[src/rtl/fetch_prefetch_unit.sv]
// Instruction-fetch front end: issues in-order word reads to instruction memory,
// buffers responses in a credit-limited prefetch FIFO, and handles redirects and HLT.
module fetch_prefetch_unit #(
  parameter int              DEPTH    = 4,
  parameter int              AW       = 10,
  parameter logic [AW-1:0]   START_PC = '0,
  parameter logic [5:0]      HLT_OP   = 6'b111111
)(
  input  logic          clk1,
  input  logic          rst,
  output logic          imem_req_valid,
  input  logic          imem_req_ready,
  output logic [AW-1:0] imem_req_addr,
  input  logic          imem_rsp_valid,
  input  logic [31:0]   imem_rsp_data,
  input  logic          redirect_valid,
  input  logic [AW-1:0] redirect_pc,
  output logic          inst_valid,
  input  logic          inst_ready,
  output logic [31:0]   inst_ir,
  output logic [AW-1:0] inst_npc,
  output logic          halted
);
  localparam int PW = $clog2(DEPTH);
  localparam int CW = $clog2(DEPTH + 1);

  typedef struct packed {
    logic [31:0]   ir;
    logic [AW-1:0] npc;
  } entry_t;

  entry_t [DEPTH-1:0]         fifo_q;
  logic   [DEPTH-1:0][AW-1:0] addr_q;
  logic   [PW-1:0]            rd_ptr, wr_ptr, aq_rd, aq_wr;
  logic   [CW-1:0]            cnt, outst, drop, outst_nxt;
  logic   [AW-1:0]            pc;
  logic                       stop;

  logic   room, req_fire, redir, rsp_keep, rsp_drop, rsp_hlt, enq, deq;
  entry_t head;

  // Credits cover both buffered and in-flight words, so the FIFO cannot overflow.
  assign room      = ((CW+1)'(cnt) + (CW+1)'(outst)) < (CW+1)'(DEPTH);
  assign imem_req_valid = !rst && !stop && !halted && room;
  assign imem_req_addr  = pc;
  assign req_fire  = imem_req_valid && imem_req_ready;

  assign redir     = redirect_valid && !halted;
  assign rsp_drop  = imem_rsp_valid && (drop != '0);
  assign rsp_keep  = imem_rsp_valid && (drop == '0);
  assign rsp_hlt   = rsp_keep && (imem_rsp_data[31:26] == HLT_OP);
  assign enq       = rsp_keep && !redir;
  assign outst_nxt = outst + CW'(req_fire) - CW'(imem_rsp_valid);

  assign head       = fifo_q[rd_ptr];
  assign inst_valid = (cnt != '0);
  assign inst_ir    = head.ir;
  assign inst_npc   = head.npc;
  assign deq        = inst_valid && inst_ready;

  always_ff @(posedge clk1 or posedge rst) begin
    if (rst) begin
      pc     <= START_PC;
      cnt    <= '0;
      outst  <= '0;
      drop   <= '0;
      stop   <= 1'b0;
      halted <= 1'b0;
      rd_ptr <= '0;
      wr_ptr <= '0;
      aq_rd  <= '0;
      aq_wr  <= '0;
      fifo_q <= '0;
      addr_q <= '0;
    end else begin
      // Request addresses are tracked for every in-flight read, even ones to be dropped.
      if (req_fire) begin
        addr_q[aq_wr] <= pc;
        aq_wr         <= aq_wr + PW'(1);
      end
      if (imem_rsp_valid) aq_rd <= aq_rd + PW'(1);
      outst <= outst_nxt;

      if (deq && (head.ir[31:26] == HLT_OP)) halted <= 1'b1;

      if (redir) begin
        // Everything still in flight after this edge belongs to the old path.
        pc     <= redirect_pc;
        stop   <= 1'b0;
        drop   <= outst_nxt;
        cnt    <= '0;
        rd_ptr <= '0;
        wr_ptr <= '0;
      end else begin
        if (req_fire) pc <= pc + AW'(1);
        if (rsp_hlt) begin
          stop <= 1'b1;
          drop <= outst_nxt;
        end else if (rsp_drop) begin
          drop <= drop - CW'(1);
        end
        if (enq) begin
          fifo_q[wr_ptr] <= '{ir: imem_rsp_data, npc: addr_q[aq_rd] + AW'(1)};
          wr_ptr         <= wr_ptr + PW'(1);
        end
        if (deq) rd_ptr <= rd_ptr + PW'(1);
        cnt <= cnt + CW'(enq) - CW'(deq);
      end
    end
  end
endmodule

[config.mk]
export PLATFORM = sky130hd
export DESIGN_NAME = fetch_prefetch_unit
export DESIGN_NICKNAME = d
export VERILOG_FILES = /design/src/rtl/fetch_prefetch_unit.sv
export SDC_FILE = /design/constraint.sdc
export NUM_CORES = 1
export LEC_CHECK = 0
export BUFFER_PORTS_ARGS = -buffer_cell sky130_fd_sc_hd__buf_2
export CAP_MARGIN = 20
export CORE_MARGIN = 1
export CORE_UTILIZATION = 59
export DETAILED_ROUTE_END_ITERATION = 8
export GPL_TIMING_DRIVEN = 0
export HOLD_SLACK_MARGIN = 0.05
export PLACE_DENSITY = 0.9
export SETUP_SLACK_MARGIN = 0.02
export SYNTH_ARGS = -nofsm -noshare
export SYNTH_HDL_FRONTEND = slang
export SYNTH_SLANG_ARGS = --single-unit
[constraint.sdc]
create_clock -name clk1 -period 10.5 [get_ports clk1]
set_input_delay 2.1 -clock clk1 [delete_from_list [all_inputs] [get_ports clk1]]
set_output_delay 2.1 -clock clk1 [all_outputs]
set_load 0.03 [all_outputs]
== Word-level counts from Yosys, hierarchy flattened ==
Index checks and enable logic that the tools add are counted.
Cells by class
  bitwise gates (word level): 1
  reduce and logical (&&, ||, !) cells: 26
  equal/unequal tests: 2
  $add $sub $neg: 12
  $lt $le $gt $ge: 7
  multiplexer cells: 22
Operators with widths (count)
  $bwmux W168: 1
  $bmux W42 S2: 1
  $demux W42 S2: 1
  $mux W42: 2
  $bwmux W40: 1
  $mux W10: 4
  $add A10 B1 Y10 const B: 2
  $bmux W10 S2: 1
  $demux W10 S2: 1
  $logic_and A1 B1 Y1: 13
  $eq A6 B6 Y1 const B: 2
  $lt A2 B3 Y1 const B: 4
  $mux W3: 4
  $reduce_bool A3 Y1: 3
  $add A2 B1 Y2 const B: 4
  $mux W2: 4
  $reduce_bool A2 Y1: 4
  $add A3 B1 Y3: 2
  $sub A3 B1 Y3: 2
  $add A3 B3 Y4: 1
  $ge A2 B1 Y1 const B: 2
  $logic_not A1 Y1: 4
  $lt A4 B3 Y1 const B: 1
  $logic_not A3 Y1: 1
  other kinds (4): 5
Storage, ports and cells
  output and inout bits: 55
  bits in registers: 237
  bits of input ports: 48
  logic and storage cells: 92

== Depth between registers and ports, before layout ==
Gate-level depths: netlist of the first run.
  depth after elaboration: 9
  gate-level depth with buffers: 14
  depth with buffers taken out: 13

== Least setup slack after synthesis of the first run ==
No wires, ideal clock.
  path kind: input-to-output
  start point: in rst
  end point: out imem_req_valid
  data arrival time: 2505 ps
  required time: 8400 ps
  buffers on the path: 0
  stages on the path: 2
  path slack: 5895 ps
  cells stage by stage: nor2_1 and3_1
On the way
  longest elaborated chain between the ends: 4
RTL lines
  start, declared: line 10  | input logic rst,
  $logic_not A1 Y1 (no line)
  $logic_and A1 B1 Y1 (3 in series): line 44  | assign imem_req_valid = !rst && !stop && !halted && room;
  end, declared: line 11  | output logic imem_req_valid,
No other way between the ends.

== Worst setup path after layout of the first run ==
  start point: reg rd_ptr[1]
  end point: out inst_ir[0]
On the way
  longest elaborated chain between the ends: 2
RTL lines
  start, declared: line 34  | logic [PW-1:0] rd_ptr, wr_ptr, aq_rd, aq_wr;
  start signal, assigned: line 106  | if (deq) rd_ptr <= rd_ptr + PW'(1);
  $bmux W42 S2: line 55  | assign head = fifo_q[rd_ptr];
  $mux W42 (not written as such): line 55
  end, declared: line 20  | output logic [31:0] inst_ir,
No other way between the ends. The select of a mux whose other input is x is not followed.

==> results of run 1 <==
registers in the layout (all words and copies together) (netlist names):
name and count:
aq_rd 2, rd_ptr 2, stop 1, drop 3, outst 3, cnt 3
imem_req_addr 10, addr_q 40, aq_wr 2, halted 1, fifo_q 168, wr_ptr 2
area by class of cell:
cell class                      count  area share
Inverter                           15     0.00514
Sequential cell                   237       0.478
Antenna cell                        2    0.000403
Clock inverter                     11      0.0157
Buffer                             45      0.0156
Clock buffer                       34      0.0596
Timing Repair Buffer              103      0.0433
Tap cell                          225      0.0227
Multi-Input combinational cell    444       0.360
routing by layer:
layer / vias up / part of all wire / GRT usage
met2: 185 / 0.53 / 0.453
met3: 44 / 0.040 / 0.0362
met5: - / 0 / 0
met1: 3433 / 0.41 / 0.328
met4: 0 / 0.026 / 0.0840
li1: 2933 / - / -
worst min-delay path by stage:
stage	slack, ns	end	start	cells after the start
final	0.48	addr_q[22]$_DFFE_PP0P_	addr_q[22]$_DFFE_PP0P_	2
after CTS	0.48	fifo_q[49]$_DFFE_PP0P_	fifo_q[49]$_DFFE_PP0P_	2
after global routing	0.51	fifo_q[120]$_DFFE_PP0P_	fifo_q[120]$_DFFE_PP0P_	1
after floorplan	0.44	addr_q[22]$_DFFE_PP0P_	addr_q[22]$_DFFE_PP0P_	2
after detailed placement	0.47	fifo_q[131]$_DFFE_PP0P_	fifo_q[131]$_DFFE_PP0P_	2
after global placement	0.46	fifo_q[132]$_DFFE_PP0P_	fifo_q[132]$_DFFE_PP0P_	2
cells by family (layout without fill, tap and decap cells):
kind of cell | Yosys count | count (layout) | synth area share
AOI/OAI and AO/OA | 56 | 56 | 0.0268
xor gates and xnor gates | 29 | 29 | 0.0253
adders and majority gates | 20 | 20 | 0.0249
buffers and inverters | 60 | 208 | 0.0235
DFF | 237 | 237 | 0.557
muxes | 222 | 222 | 0.291
other | 0 | 2 | 0
and+or+nand+nor | 117 | 117 | 0.0516
Yosys cell counts, types with 5 or more instances:
cell and number:
mux2_2 168, nand2_1 71, and3_1 5, dfrtp_1 237, o21ai_0 42, nor2_1 12
xor2_1 10, nand4_1 6, buf_2 11, ha_1 18, nand3_1 5, buf_1 12
mux4_2 48, clkbuf_1 20, o21ai_1 11, xnor2_1 17, inv_1 13
per-stage QoR:
stage	hold WS, ns	power, uW	setup WS (ns)	instance area (um2)
CTS	0.483	3570	5.67	12400
global route	0.511	3720	5.57	12400
floorplan	0.445	2240	1.90	10600
finish	0.483	3550	5.67	12400
global placement	0.456	2510	-0.489	11400
detailed placement	0.469	2570	5.71	11500
placed cells by master (no fill, tap or decap), types with 6 or more instances in the layout:
| cell | n |
|---|---|
| o21ai_0 | 42 |
| clkbuf_1 | 21 |
| mux2_2 | 168 |
| ha_1 | 18 |
| xnor2_1 | 17 |
| dfrtp_1 | 237 |
| buf_2 | 113 |
| clkbuf_16 | 25 |
| inv_1 | 12 |
| buf_1 | 12 |
| o21ai_1 | 11 |
| xor2_1 | 10 |
| nand4_1 | 6 |
| mux4_2 | 48 |
| clkbuf_8 | 8 |
| nor2_1 | 12 |
| nand2_1 | 71 |
where the power goes:
| part | internal, uW | total, uW | switching, uW | leakage [uW] |
|---|---|---|---|---|
| Combinational | 558 | 1260 | 705 | 0.00234 |
| Sequential | 1160 | 1310 | 145 | 0.00314 |
| Clock | 616 | 976 | 360 | 0.000465 |
worst max-delay path, delay by kind of cell (launching register included):
| family | cells | cell delay, ns |
|---|---|---|
| multiplexers | 1 | 0.37 |
| buffers and inverters | 4 | 1.51 |
| flip-flops | 1 | 0.33 |
==> results.json, run 1 <==
{
  "outcome": "finished, final reports clean",
  "routed_via_density": 5.91,
  "synth_edf_count": 0,
  "clk_pin_slew_ns": 0.07,
  "multi_input_area_mm2": 0.00447,
  "syn2layout_area_growth_pct": 16.6,
  "r2r_cells": 14,
  "wl_um": 22700,
  "critPathKind": "reg -> out",
  "ys_warn_count": 0,
  "overflow": 0,
  "hold_buffers": 0,
  "clockRootBuffer": "clkbuf_16",
  "rsz0062_at_grt": "false",
  "fin_crit_sh": 0.460,
  "die-area_mm2": 0.0186,
  "p_per_area_mw_per_mm2": 286,
  "first_iter_violations": 409,
  "cp-endpoint": "inst_ir[0]",
  "placed_cells_incl_taps": 1069,
  "grt_pass1_vias": 7102,
  "synth_top_area_share": 0.557,
  "max_freq_ghz": 0.207,
  "pin_count": 103,
  "arrival_ns": 2.73,
  "rows": 48,
  "drive_gt1_frac": 0.433,
  "insertion_delay_ns": 0.52,
  "leakage_uw": 0.00595,
  "post_cts_buffers": 0,
  "ys_ff_latch": 237,
  "final_cells": 1116,
  "regArea_mm2": 0.00593,
  "via_count": 6595,
  "hold_violations": 0,
  "firstDrtPassIters": 4,
  "ys_seq_area_frac": 0.557,
  "start_util": 0.609,
  "final_nets": 939,
  "timing.rr.end": "drop[2]$_DFFE_PP0P_",
  "yosysUniqueCellTypes": 41,
  "wl_per_cell_um": 20.4,
  "crit_path_end_kind": "primary output",
  "tightestPinTransition_ns": 0.815,
  "cap_violations": 0,
  "antenna_left": 0,
  "crit_fanout": 10,
  "crit_path_cell_trace": "clkbuf_1, clkbuf_1, buf_2, mux4_2, buf_2",
  "numPortBuffers": 102,
  "skew_ns": 0.0185,
  "grt_pass1_wl_um": 36500,
  "min_period_ns": 4.83,
  "die_y_um": 136,
  "synthCells": 741,
  "cts.sinks": 237,
  "hp-class": "reg -> reg",
  "finalSetupViolations": 0,
  "slew_viol_final": 0,
  "relSlewSlack": 0.457,
  "synth_flop_cell": "dfrtp_1",
  "worst_ir_drop_vdd_mv": 0.236,
  "worstPathRequired_ns": 8.40,
  "hpwl_um": 14400,
  "core_region_area_mm2": 0.0175,
  "timing.rr.start": "cnt[2]$_DFF_PP0_",
  "drc": 0,
  "max-clock-path-buffers": 3,
  "synth.cell_area_mm2": 0.0106,
  "tritoncts": "done",
  "gp_congestion": 0.773,
  "h-tree-depth": 1,
  "ys_async_sr_fraction": 1.00,
  "slowest_stage": "clkbuf_1",
  "startpoint": "rd_ptr[1]$_DFFE_PP0P_",
  "synth.area.top_cells": "dfrtp_1, mux2_2, mux4_2",
  "yosysTopAreaCell": "dfrtp_1",
  "cp-start-kind": "flip-flop",
  "r2r_setup_slack_ns": 7.52,
  "fin_setup_tns_ns": 0,
  "post_cts_resized": 0,
  "final_util": 0.710,
  "grt_max_degree": 121,
  "syn_avg_cell_area_um2": 14.4,
  "fillers": 1088,
  "grt_use_total": 0.257,
  "syn_nets": 809,
  "grt_antenna_before_repair": 2,
  "numCtsBuffers": 25,
  "fp.dieW_um": 136,
  "crit_path_max_incr_delay_ns": 0.53
}
Power figures use the tool's default switching activity.
==> run 2: changes to the inputs <==
CORE_UTILIZATION = 53   (was 59)
PLACE_DENSITY = 0.85   (was 0.9)
clock period = 3.96 ns   (was 10.5 ns; I/O delays follow)
==> run 2 against run 1 <==
Against the previous run: cell area is 0.35% higher; clock skew is 0.0039 ns lower; wire length is 3.4% lower; combinational power grew to 2.6 times the previous value; utilization is 7.4 points lower; worst setup slack worse by 5.3 ns; sequential power grew to 2.6 times the previous value; global-route usage is 3.2 points lower; clock-buffer cell count is 7 higher; register-to-register slack worse by 6.5 ns.
==> results.json, run 2 (synthesis gave the netlist of run 1 again) <==
{
  "place_ws_ns": 0.936,
  "max-clock-path-buffers": 3,
  "crit_fanout": 10,
  "largest_reg_flops": 168,
  "hpwl_um": 14700,
  "die_y_um": 144,
  "finalSetupViolations": 0,
  "diodes": 0,
  "grt_use_total": 0.225,
  "start_util": 0.544,
  "rsz0062_at_grt": "false",
  "numPortBuffers": 102,
  "min_period_ns": 3.56,
  "numCtsBuffers": 25,
  "path_delay_family": "buffers and inverters",
  "crit_buf_inv": 4,
  "grt_pass1_wl_um": 35900,
  "crit_path_end_kind": "primary output",
  "leakage_uw": 0.00594,
  "fin_crit_sh": 0.900,
  "worstPathRequired_ns": 3.17,
  "final_cell_mix": "dfrtp_1, mux2_2, buf_2",
  "slew_viol_final": 0,
  "antenna_left": 0,
  "skew_ns": 0.0146,
  "cts.sinks": 237,
  "gp_congestion": 0.796,
  "grt_pass1_vias": 6978,
  "cap_violations": 0,
  "regMostFlops": "fifo_q",
  "clk_pin_slew_ns": 0.06,
  "layout_commonest_cell": "dfrtp_1",
  "first_iter_violations": 287,
  "tritoncts": "done",
  "crit_path_cell_trace": "clkbuf_1, clkbuf_1, buf_2, mux4_2, buf_2",
  "clockRootBuffer": "clkbuf_16",
  "post_cts_resized": 0,
  "post_cts_buffers": 0,
  "fin_ws_ns": 0.396,
  "wl_per_cell_um": 18.9,
  "overflow": 0,
  "outcome": "finished, final reports clean",
  "h-tree-depth": 1,
  "critPathKind": "reg -> out",
  "rows": 51,
  "via_count": 6446,
  "firstDrtPassIters": 4,
  "r2r_setup_slack_ns": 1.05,
  "wl_um": 21900,
  "die-area_mm2": 0.0207,
  "grt_antenna_before_repair": 1,
  "insertion_delay_ns": 0.51,
  "final_nets": 944,
  "drc": 0,
  "r2r_cells": 14,
  "dpl-instance-area_mm2": 0.0116,
  "fillers": 1426,
  "hold_violations": 0,
  "slowest_stage": "clkbuf_1",
  "cp-start-kind": "flip-flop",
  "relSlewSlack": 0.534,
  "placed_cells_incl_taps": 1114,
  "max_freq_ghz": 0.281,
  "core_region_area_mm2": 0.0196,
  "worst_ir_drop_vdd_mv": 0.417,
  "crit_path_max_incr_delay_ns": 0.57,
  "final_cells": 1159,
  "grt_max_degree": 43,
  "routed_via_density": 5.56,
  "arrival_ns": 2.77,
  "fp.dieW_um": 144,
  "pin_count": 103,
  "drive_gt1_frac": 0.432,
  "tightestPinTransition_ns": 0.698,
  "timing.rr.start": "cnt[2]$_DFF_PP0_",
  "hp-class": "in -> async",
  "hold_buffers": 0,
  "final_area_mm2": 0.0125,
  "p_per_area_mw_per_mm2": 731,
  "syn2layout_area_growth_pct": 17.0,
  "timing.rr.end": "drop[2]$_DFFE_PP0P_"
}
-- run 2: changes by cell type in the layout (fill, tap and decap cells not counted), moves of 2 or more --
cell       delta
clkinv_2      -2
clkbuf_1      +4
bufinv_16     -4
buf_12        +6
clkbuf_8      +3
diode_2       -2
-- run 2: area by class of cell --
type	count	area [um2]	share of cell area
plain buffers	45	194	0.0156
clock buffers	41	796	0.0639
clock inverters	4	48.8	0.00392
inverters	15	60.1	0.00482
multi-input cells	444	4470	0.359
flip-flops and latches	237	5930	0.476
well taps	265	332	0.0266
repair buffers	108	631	0.0506
-- run 2: per-stage QoR --
step	utilization	setup TNS, ns	total power [uW]	hold WS, ns
floorplan	-	0	5940	0.445
global placement	0.587	-305.78	6660	0.457
detailed placement	0.593	0	6790	0.468
CTS	0.636	0	9180	0.391
global route	0.636	0	9610	0.425
finish	0.636	0	9110	0.385
-- run 2: report_power, final --
part | internal, uW | leakage, uW | switching, uW
clock | 1430 | 0.000420 | 915
sequential | 3080 | 0.00314 | 370
combinational | 1480 | 0.00238 | 1830
total | 5990 | 0.00594 | 3110
-- run 2: metal layers --
layer,up-vias,share of wire,GRT usage
met1,3309,0.43,0.286
li1,2942,-,-
met3,43,0.036,0.0300
met5,-,0.00055,0
met2,150,0.50,0.400
met4,2,0.025,0.0722
-- run 2: worst max-delay path by stage --
stage / startpoint / to / slack (ns) / depth (start not counted)
floorplan: rst / addr_q[0]$_DFFE_PP0P_ / 0.06 / 1
global placement: rst / fifo_q[14]$_DFFE_PP0P_ / -1.31 / 2
detailed placement: imem_rsp_valid / cnt[2]$_DFF_PP0_ / 0.94 / 12
CTS: rd_ptr[1]$_DFFE_PP0P_ / inst_ir[20] / 0.37 / 5
global route: rd_ptr[0]$_DFFE_PP0P_ / inst_ir[20] / 0.29 / 5
finish: rd_ptr[1]$_DFFE_PP0P_ / inst_ir[20] / 0.40 / 5
==> run 3: changes to the inputs <==
CORE_ASPECT_RATIO = 0.75   (was unset)
==> run 3 against run 2 <==
Against the previous run: the run now ends with design-rule violations left; register-to-register slack got worse by 0.22 ns; via count rose by 1.3%; clock skew fell by 0.0018 ns; die area barely moved; critical path type unchanged; largest cell class unchanged; highest routed layer is now met4.
==> results.json, run 3 (synthesis gave the netlist of run 1 again) <==
{
  "outcome": "finished, violations left",
  "violations": "design-rule violations",
  "crit_fanout": 10,
  "pin_count": 103,
  "post_cts_resized": 0,
  "final_cell_mix": "dfrtp_1, mux2_2, buf_2",
  "worst_ir_drop_vdd_mv": 0.445,
  "skew_ns": 0.0128,
  "relSlewSlack": 0.503,
  "grt_pass1_vias": 7053,
  "final_nets": 944,
  "cap_violations": 0,
  "syn2layout_area_growth_pct": 15.9,
  "antenna_left": 0,
  "fp.dieW_um": 166,
  "drc": 16,
  "crit_path_cell_trace": "clkbuf_1, clkbuf_1, buf_2, mux4_2, buf_2",
  "layout_commonest_cell": "dfrtp_1",
  "final_util": 0.633,
  "rows": 44,
  "drive_gt1_frac": 0.424,
  "h-tree-depth": 1,
  "crit_path_max_incr_delay_ns": 0.53,
  "min_period_ns": 3.53,
  "slew_viol_final": 0,
  "core_region_area_mm2": 0.0195,
  "grt_use_total": 0.228,
  "hp-class": "in -> async",
  "via_count": 6530,
  "routed_via_density": 5.71,
  "max-clock-path-buffers": 3,
  "fin_crit_sh": 0.891,
  "largest_reg_flops": 168,
  "clk_pin_slew_ns": 0.06,
  "cp-start-kind": "flip-flop",
  "start_util": 0.546,
  "firstDrtPassIters": 6,
  "post_cts_buffers": 0,
  "worstPathRequired_ns": 3.17,
  "hold_violations": 0,
  "max_freq_ghz": 0.284,
  "diodes": 0,
  "finalSetupViolations": 0,
  "hold_ws_ns": 0.374,
  "hpwl_um": 15500,
  "rsz0062_at_grt": "false",
  "slowest_stage": "clkbuf_1",
  "leakage_uw": 0.00588,
  "power_uw": 8930,
  "p_per_area_mw_per_mm2": 723,
  "grt_max_degree": 38,
  "tritoncts": "done",
  "numCtsBuffers": 24,
  "hold_buffers": 0,
  "die_y_um": 125,
  "insertion_delay_ns": 0.51,
  "clockRootBuffer": "clkbuf_16",
  "arrival_ns": 2.73,
  "die-area_mm2": 0.0207,
  "grt_pass1_wl_um": 37400,
  "regMostFlops": "fifo_q",
  "critPathKind": "reg -> out",
  "overflow": 0,
  "wl_um": 22500,
  "gp_congestion": 0.792,
  "numPortBuffers": 102,
  "wl_per_cell_um": 19.7,
  "first_iter_violations": 527,
  "tightestPinTransition_ns": 0.745,
  "grt_antenna_before_repair": 0,
  "cts.sinks": 237,
  "crit_path_end_kind": "primary output"
}
==> run 3: changes by cell type in the layout (fill, tap and decap cells not counted), sizes merged <==
cell    previous run  this run
clkbuf            61        58
buf              133       134
bufinv             1         0
clkinv             3         4
inv               14        13
==> run 3: per-layer routing <==
metal / GRT usage / share of wire / vias to the layer above
li1: - / - / 2937
met1: 0.321 / 0.45 / 3400
met2: 0.375 / 0.49 / 156
met3: 0.0369 / 0.045 / 37
met4: 0.0511 / 0.018 / 0
met5: 0 / 0 / -
==> run 3: area by class of cell <==
cell class	count	area [um2]
Buffer	45	194
Clock buffer	38	704
Clock inverter	3	15.0
Fill cell	1471	7140
Inverter	15	60.1
Multi-Input combinational cell	444	4470
Sequential cell	237	5930
Tap cell	253	317
Timing Repair Buffer	109	658
==> run 3: final timing paths <==
kind	end	start	cells past startpoint	slack [ns]
max	inst_ir[18]	rd_ptr[1]$_DFFE_PP0P_	5	0.43
min	cnt[2]$_DFF_PP0_	rst	2	0.37
max reg2reg	drop[2]$_DFFE_PP0P_	cnt[2]$_DFF_PP0_	14	0.83
min reg2reg	addr_q[22]$_DFFE_PP0P_	addr_q[22]$_DFFE_PP0P_	2	0.48
max in group asynchronous	fifo_q[24]$_DFFE_PP0P_	rst	5	2.56
min in group clk1	addr_q[22]$_DFFE_PP0P_	addr_q[22]$_DFFE_PP0P_	2	0.48
==> run 3: metrics by stage <==
| step | cells | worst slack (ns) | cell area, um2 | TNS, ns |
|---|---|---|---|---|
| floorplan | 741 | 0.0621 | 10700 | 0 |
| global placement | 1096 | -1.33 | 11500 | -309.85 |
| detailed placement | 1103 | 0.905 | 11600 | 0 |
| CTS | 1144 | 0.375 | 12300 | 0 |
| global route | 1144 | 0.249 | 12300 | 0 |
| finish | 1144 | 0.434 | 12300 | 0 |
==> run 3: power by group <==
| group | internal [uW] | switching, uW |
|---|---|---|
| logic | 1490 | 1890 |
| registers | 3080 | 367 |
| clock network | 1210 | 890 |
| total | 5780 | 3150 |
==> run 3: worst max-delay path: cells and delay by family, from the launching register on <==
family / cells / cell delay [ns]
buffers and inverters: 4 / 1.53
DFF: 1 / 0.32
muxes: 1 / 0.37
